**src/rtl/mips_pkg.sv**
```systemverilog
// Datapath-wide constants shared by the register file and its scoreboard.
package mips_pkg;

    localparam int unsigned DATA_W = 32;
    localparam int unsigned ADDR_W = 5;

    localparam logic [ADDR_W-1:0] REG_ZERO = '0;

endpackage

```
**src/rtl/reg_file_wb_sink_if.sv**
```systemverilog
// Bundle of WB write/retire, ID issue and ID read-port signals for the register file.
interface reg_file_wb_sink_if #(
    parameter int unsigned DATA_W = mips_pkg::DATA_W,
    parameter int unsigned ADDR_W = mips_pkg::ADDR_W
);
    logic              wb_reg_write;
    logic [ADDR_W-1:0] wb_addr;
    logic [DATA_W-1:0] wb_data;
    logic              wb_retire;
    logic              issue_valid;
    logic [ADDR_W-1:0] issue_rd;
    logic [ADDR_W-1:0] rs_addr;
    logic [ADDR_W-1:0] rt_addr;
    logic [DATA_W-1:0] rs_data;
    logic [DATA_W-1:0] rt_data;
    logic              rs_busy;
    logic              rt_busy;
    logic              sb_overflow;

    modport master (
        output wb_reg_write, wb_addr, wb_data, wb_retire,
        output issue_valid, issue_rd, rs_addr, rt_addr,
        input  rs_data, rt_data, rs_busy, rt_busy, sb_overflow
    );

    modport slave (
        input  wb_reg_write, wb_addr, wb_data, wb_retire,
        input  issue_valid, issue_rd, rs_addr, rt_addr,
        output rs_data, rt_data, rs_busy, rt_busy, sb_overflow
    );
endinterface

```
**src/rtl/sb_counter.sv**
```systemverilog
// Saturating up/down pending-writer counter for one register, with sticky overflow flag.
module sb_counter #(
    parameter int unsigned CNT_W = 2
) (
    input  logic             clk,
    input  logic             rst,
    input  logic             inc,
    input  logic             dec,
    output logic [CNT_W-1:0] cnt,
    output logic             overflow
);

    always_ff @(posedge clk or posedge rst) begin
        if (rst) begin
            cnt      <= '0;
            overflow <= 1'b0;
        end else begin
            unique case ({inc, dec})
                2'b10: begin
                    if (cnt == '1) overflow <= 1'b1;
                    else           cnt      <= cnt + 1'b1;
                end
                2'b01: begin
                    if (cnt != '0) cnt <= cnt - 1'b1;
                end
                default: ;
            endcase
        end
    end

endmodule

```
**src/rtl/reg_file_wb_sink.sv**
```systemverilog
// MIPS register file fed by WB: two bypassed read ports plus a per-register pending-write scoreboard.
module reg_file_wb_sink
    import mips_pkg::*;
#(
    parameter int unsigned DATA_W   = mips_pkg::DATA_W,
    parameter int unsigned NUM_REGS = 32,
    parameter int unsigned ADDR_W   = mips_pkg::ADDR_W,
    parameter int unsigned CNT_W    = 2
) (
    input  logic               clk,
    input  logic               rst,
    reg_file_wb_sink_if.slave  bus
);

    logic [DATA_W-1:0] regs     [NUM_REGS];
    logic [CNT_W-1:0]  cnt      [NUM_REGS];
    logic [NUM_REGS-1:0] ovf;

    always_ff @(posedge clk or posedge rst) begin
        if (rst) begin
            for (int unsigned i = 0; i < NUM_REGS; i++) regs[i] <= '0;
        end else if (bus.wb_reg_write && bus.wb_addr != REG_ZERO) begin
            regs[bus.wb_addr] <= bus.wb_data;
        end
    end

    assign cnt[0] = '0;
    assign ovf[0] = 1'b0;

    for (genvar r = 1; r < NUM_REGS; r++) begin : g_sb
        sb_counter #(.CNT_W(CNT_W)) u_cnt (
            .clk      (clk),
            .rst      (rst),
            .inc      (bus.issue_valid && bus.issue_rd == ADDR_W'(r)),
            .dec      (bus.wb_retire && bus.wb_addr == ADDR_W'(r)),
            .cnt      (cnt[r]),
            .overflow (ovf[r])
        );
    end

    assign bus.sb_overflow = |ovf;

    // A retire in flight this cycle clears the hazard: its value reaches ID through the bypass.
    logic rs_dec, rt_dec;
    assign rs_dec = bus.wb_retire && bus.wb_addr == bus.rs_addr;
    assign rt_dec = bus.wb_retire && bus.wb_addr == bus.rt_addr;

    assign bus.rs_busy = (bus.rs_addr != REG_ZERO) && (cnt[bus.rs_addr] > CNT_W'(rs_dec));
    assign bus.rt_busy = (bus.rt_addr != REG_ZERO) && (cnt[bus.rt_addr] > CNT_W'(rt_dec));

    always_comb begin
        bus.rs_data = regs[bus.rs_addr];
        if (bus.rs_addr == REG_ZERO)
            bus.rs_data = '0;
        else if (bus.wb_reg_write && bus.wb_addr == bus.rs_addr)
            bus.rs_data = bus.wb_data;
    end

    always_comb begin
        bus.rt_data = regs[bus.rt_addr];
        if (bus.rt_addr == REG_ZERO)
            bus.rt_data = '0;
        else if (bus.wb_reg_write && bus.wb_addr == bus.rt_addr)
            bus.rt_data = bus.wb_data;
    end

endmodule

```
**src/flat_wrapper.sv**
```systemverilog
// flat-port wrapper written by rule: the top's interface ports become plain ports
module reg_file_wb_sink_flat import mips_pkg::*;
#(
    parameter int unsigned DATA_W   = mips_pkg::DATA_W,
    parameter int unsigned NUM_REGS = 32,
    parameter int unsigned ADDR_W   = mips_pkg::ADDR_W,
    parameter int unsigned CNT_W    = 2
)
  (clk, rst, bus_wb_reg_write, bus_wb_addr, bus_wb_data, bus_wb_retire, bus_issue_valid, bus_issue_rd, bus_rs_addr, bus_rt_addr, bus_rs_data, bus_rt_data, bus_rs_busy, bus_rt_busy, bus_sb_overflow);
  reg_file_wb_sink_if #(.DATA_W(DATA_W), .ADDR_W(ADDR_W)) bus_i ();
  input  logic clk;
  input  logic rst;
  input wire logic [$bits(bus_i.wb_reg_write)-1:0] bus_wb_reg_write;
  input wire logic [$bits(bus_i.wb_addr)-1:0] bus_wb_addr;
  input wire logic [$bits(bus_i.wb_data)-1:0] bus_wb_data;
  input wire logic [$bits(bus_i.wb_retire)-1:0] bus_wb_retire;
  input wire logic [$bits(bus_i.issue_valid)-1:0] bus_issue_valid;
  input wire logic [$bits(bus_i.issue_rd)-1:0] bus_issue_rd;
  input wire logic [$bits(bus_i.rs_addr)-1:0] bus_rs_addr;
  input wire logic [$bits(bus_i.rt_addr)-1:0] bus_rt_addr;
  output wire logic [$bits(bus_i.rs_data)-1:0] bus_rs_data;
  output wire logic [$bits(bus_i.rt_data)-1:0] bus_rt_data;
  output wire logic [$bits(bus_i.rs_busy)-1:0] bus_rs_busy;
  output wire logic [$bits(bus_i.rt_busy)-1:0] bus_rt_busy;
  output wire logic [$bits(bus_i.sb_overflow)-1:0] bus_sb_overflow;
  assign bus_i.wb_reg_write = bus_wb_reg_write;
  assign bus_i.wb_addr = bus_wb_addr;
  assign bus_i.wb_data = bus_wb_data;
  assign bus_i.wb_retire = bus_wb_retire;
  assign bus_i.issue_valid = bus_issue_valid;
  assign bus_i.issue_rd = bus_issue_rd;
  assign bus_i.rs_addr = bus_rs_addr;
  assign bus_i.rt_addr = bus_rt_addr;
  assign bus_rs_data = bus_i.rs_data;
  assign bus_rt_data = bus_i.rt_data;
  assign bus_rs_busy = bus_i.rs_busy;
  assign bus_rt_busy = bus_i.rt_busy;
  assign bus_sb_overflow = bus_i.sb_overflow;
  reg_file_wb_sink #(.DATA_W(DATA_W), .NUM_REGS(NUM_REGS), .ADDR_W(ADDR_W), .CNT_W(CNT_W)) u_core (.clk(clk), .rst(rst), .bus(bus_i));
endmodule
```
**config.mk**
```make
export PLATFORM = sky130hd
export DESIGN_NAME = reg_file_wb_sink_flat
export DESIGN_NICKNAME = d
export VERILOG_FILES = /design/src/rtl/mips_pkg.sv /design/src/rtl/reg_file_wb_sink_if.sv /design/src/rtl/sb_counter.sv /design/src/rtl/reg_file_wb_sink.sv /design/src/flat_wrapper.sv
export SDC_FILE = /design/constraint.sdc
export NUM_CORES = 2
export LEC_CHECK = 0
export CAP_MARGIN = 5
export CORE_MARGIN = 10
export CORE_UTILIZATION = 55
export CTS_CLUSTER_DIAMETER = 120
export CTS_CLUSTER_SIZE = 8
export DETAILED_ROUTE_END_ITERATION = 6
export PLACE_DENSITY = 0.68
export SYNTH_ARGS = -nofsm -noshare
export SYNTH_HDL_FRONTEND = slang
export SYNTH_SLANG_ARGS = --single-unit
```
**constraint.sdc**
```tcl
create_clock -name clk -period 110.6 [get_ports clk]
set_input_delay 11.06 -clock clk [delete_from_list [all_inputs] [get_ports clk]]
set_output_delay 11.06 -clock clk [all_outputs]
set_load 0.02 [all_outputs]
```
==> summary.md <==
| Metric | Value |
|---|---|
| Syn_nets | `around 4.5k` |
| Post-cts resize count | `0` |
| TNS Setup | `0 ns` |
| Routability Congestion | `around 0.8` |
| WP buf/inv | `4` |
| Sequential-to-total area share from yosys stat | `0.456` |
| Cell Area, Synth | `0.0612 mm²` |
| Design Area, Final | `0.0675 mm²` |
| Failing checks | `max-capacitance violations, max-slew violations` |
| DP Worst Slack | `around 84 ns` |
| Starting DRT DRC Count | `4616` |
| Measured slew at the worst slew-check pin | `roughly 1.5 ns` |
| GRT Overall Usage | `0.310` |
| Initial Util | `0.553` |
| Fmax | `approximately 0.038 GHz` |
| Outcome | `finished with violations` |
| Count of pins over their slew limit | `1` |
| Clock Skew | `0.0141 ns` |
| Power per standard cell area | `between 15 and 20 mW/mm²` |
| Remaining DRCs | `0` |
| Critical Path RT | `between 90 and 100 ns` |
| Clock sinks | `around 1.1k` |
| Tightest Hold Check Type | `reg -> reg` |
| Via count | `about 42k` |
| YS warnings | `0` |
| Hold path cells | `0` |
| RSZ-0062 raised after global routing | `false` |
| DP HPWL | `between 100 and 150 mm` |
| Antenna-violating nets left | `0` |
| Drt first pass iters | `5` |
| Setup violations, final | `0` |
| Layout cells sized above 1 | `0.456` |
| CP max FO | `70` |
| Number of enable flip-flop cells after synthesis | `0` |
| Total die area | `around 0.13 mm²` |
| CTS root buffer | `clkbuf_16` |
| Pin count of the biggest net entering global routing | `about 170` |
| Crit-path cells | `buf_8, buf_4, buf_4, mux4_2, a22oi_1, o21ai_0, nand3_1, nand3_1, clkdlybuf4s50_1` |
| R2R cell count | `4` |
| Dominant synthesized flop cell | `dfrtp_1` |
| Gr ovfl total | `0` |
| Min Tclk post-route | `around 27 ns` |
| Total CTS buffers | `roughly 160` |
| Final #Nets | `4382` |
| Clock-pin slew of the registers on the worst-case setup and hold paths | `roughly 0.050 ns` |
| P_leak | `28.5 nW` |
| Max VDD drop | `0.0166 mV` |
| Row Count | `between 100 and 150` |
| Maxcap violations | `1` |
| DR WL/cell | `approximately 34 µm` |
| Post-synth ARST share | `1.00` |
| Clk_lat worst skew | `between 0.7 and 0.8 ns` |
| Max stage delay on crit path | `roughly 0.88 ns` |
| Setup ws final | `~84 ns` |
| Slowest cell on crit path | `buf_4` |
| Post-synthesis cell count | `around 4.4k` |
| Critical Path Stages | `9` |
| Die Wd | `between 300 and 400 µm` |
| Crit path max-delay family | `buffers and inverters` |
| CP Class | `in -> out` |
| Area Growth Syn to Fin | `10.2%` |
| Core area | `~0.11 mm²` |
| Crit share post-route | `0.241` |
| WHS | `about 0.40 ns` |
| Die Y | `about 350 µm` |
| Routed Wire Length | `195 mm` |
| Arr. time, crit path | `around 16 ns` |
| CTS tree | `built` |
| CP Capture Type | `primary output` |
| # Post-CTS Setup Buffers | `0` |
| First-pass GRT wire length | `between 200 and 300 mm` |
| Synth unique cells | `66` |
| Crit path launch type | `input port` |
| CTS Hold Buffers Added | `0` |
| Mapped Avg Cell Area | `around 14 µm²` |
| Final Hold Vio Count | `0` |
| Port bufs | `roughly 120` |
| Slew margin rel. | `-0.00483` |
| Clock buffer depth | `3` |
| Vias in the first global route | `roughly 42k` |
| DR vias/cell | `7.13` |
| Io pins | `between 100 and 150` |
| H-tree Lvls | `4` |
| Placed Area | `between 0.06 and 0.07 mm²` |
| Initial antenna violation count | `3` |
| Flops & latches, synth | `1117` |
-- area by class of cell --
cell class / instances / area, µm²
Inverter: 21 / 86.3
Antenna cell: 1 / 2.50
Timing Repair Buffer: 224 / 2060
Sequential cell: 1117 / 28000
Tap cell: 1488 / 1860
Multi-Input combinational cell: 2802 / 31400
Clock inverter: 6 / 75.1
Fill cell: 8428 / 43200
Clock buffer: 163 / 4080
-- cell usage in the layout, fill, tap and decap left out, types with 10 or more instances in the layout --
cell	n
a211oi_1	18
mux2_4	30
o22ai_1	45
a21oi_1	58
nand3b_1	14
nand2_1	111
a22oi_1	63
nand3_1	137
mux2_2	1083
buf_4	99
nor2_1	170
o21bai_1	13
dfrtp_1	1117
a31o_2	31
clkdlybuf4s50_1	114
a21boi_0	14
clkbuf_16	163
o21ai_0	82
xor2_1	10
o221ai_1	14
o211ai_1	56
nor2_4	28
nor3_1	51
mux2i_1	118
inv_1	19
a22o_1	28
nor4_1	14
mux4_2	492
-- power by group --
part / switching, W / internal, W
Sequential: 0.0000582 / 0.000484
Combinational: 0.000105 / 0.000150
Clock: 0.000174 / 0.000257
-- synth_stat cells (all sizes together) (18+ instances only) --
master / instances / area (µm²)
a211oi: 18 / 135
a21oi: 58 / 290
a22o: 28 / 245
a22oi: 63 / 473
a31o: 31 / 272
buf: 241 / 1260
clkbuf: 232 / 871
dfrtp: 1117 / 28000
inv: 21 / 78.8
mux2: 1113 / 12600
mux2i: 118 / 1180
mux4: 492 / 11100
nand2: 111 / 417
nand3: 140 / 701
nor2: 198 / 743
nor3: 51 / 255
o211ai: 56 / 420
o21ai: 82 / 410
o22ai: 45 / 282
-- per-layer routing --
metal  share of wire  GRT usage  vias up  routed length (µm)
met5        0.000036          0        -                   7
met4           0.048      0.137        2                9370
met3           0.085     0.0585      519               16600
met2            0.47      0.488     2168               91400
met1            0.40      0.418    22200               77800
li1                -          -    16600                   -
-- per-stage QoR --
step           std cells  power [W]  utilization
2_1_floorplan       4413   0.000727            -
3_3_place_gp        5652   0.000791        0.572
3_5_place_dp        5652   0.000800        0.572
4_1_cts             5821    0.00123        0.610
5_1_grt             5821    0.00128        0.610
6_report            5822    0.00123        0.610
-- final timing paths --
| path | startpoint | endpoint | slack, ns |
|---|---|---|---|
| max in group asynchronous | rst | u_core.regs[152] | 96.55 |
| hold reg to reg | u_core.regs[1005] | u_core.regs[1005] | 0.40 |
| setup / recovery | bus_rt_addr[0] | bus_rt_data[8] | 83.97 |
| min in group asynchronous | rst | u_core.regs[679] | 10.85 |
| hold / removal | u_core.regs[1005] | u_core.regs[1005] | 0.40 |
| setup reg to reg | u_core.g_sb[10].u_cnt.cnt[0] | u_core.g_sb[10].u_cnt.cnt[0] | 109.49 |
-- flip-flops by register name, summed over array words and instances (netlist names) --
| register | count |
|---|---|
| u_core.g_sb.u_cnt.overflow | 31 |
| u_core.g_sb.u_cnt.cnt | 62 |
| u_core.regs | 1024 |
-- logic make-up (layout without fill, tap and decap cells) --
group	Yosys count	count (layout)	share of synthesized area
AOI/OAI and AO/OA	456	456	0.0512
xor gates and xnor gates	10	10	0.00143
adders and majority gates	2	2	0.000409
buffers and inverters	494	414	0.0361
DFF	1117	1117	0.456
muxes	1723	1723	0.407
other	0	1	0
and+or+nand+nor	611	611	0.0477
No activity file was read; power rests on OpenSTA's default activity.
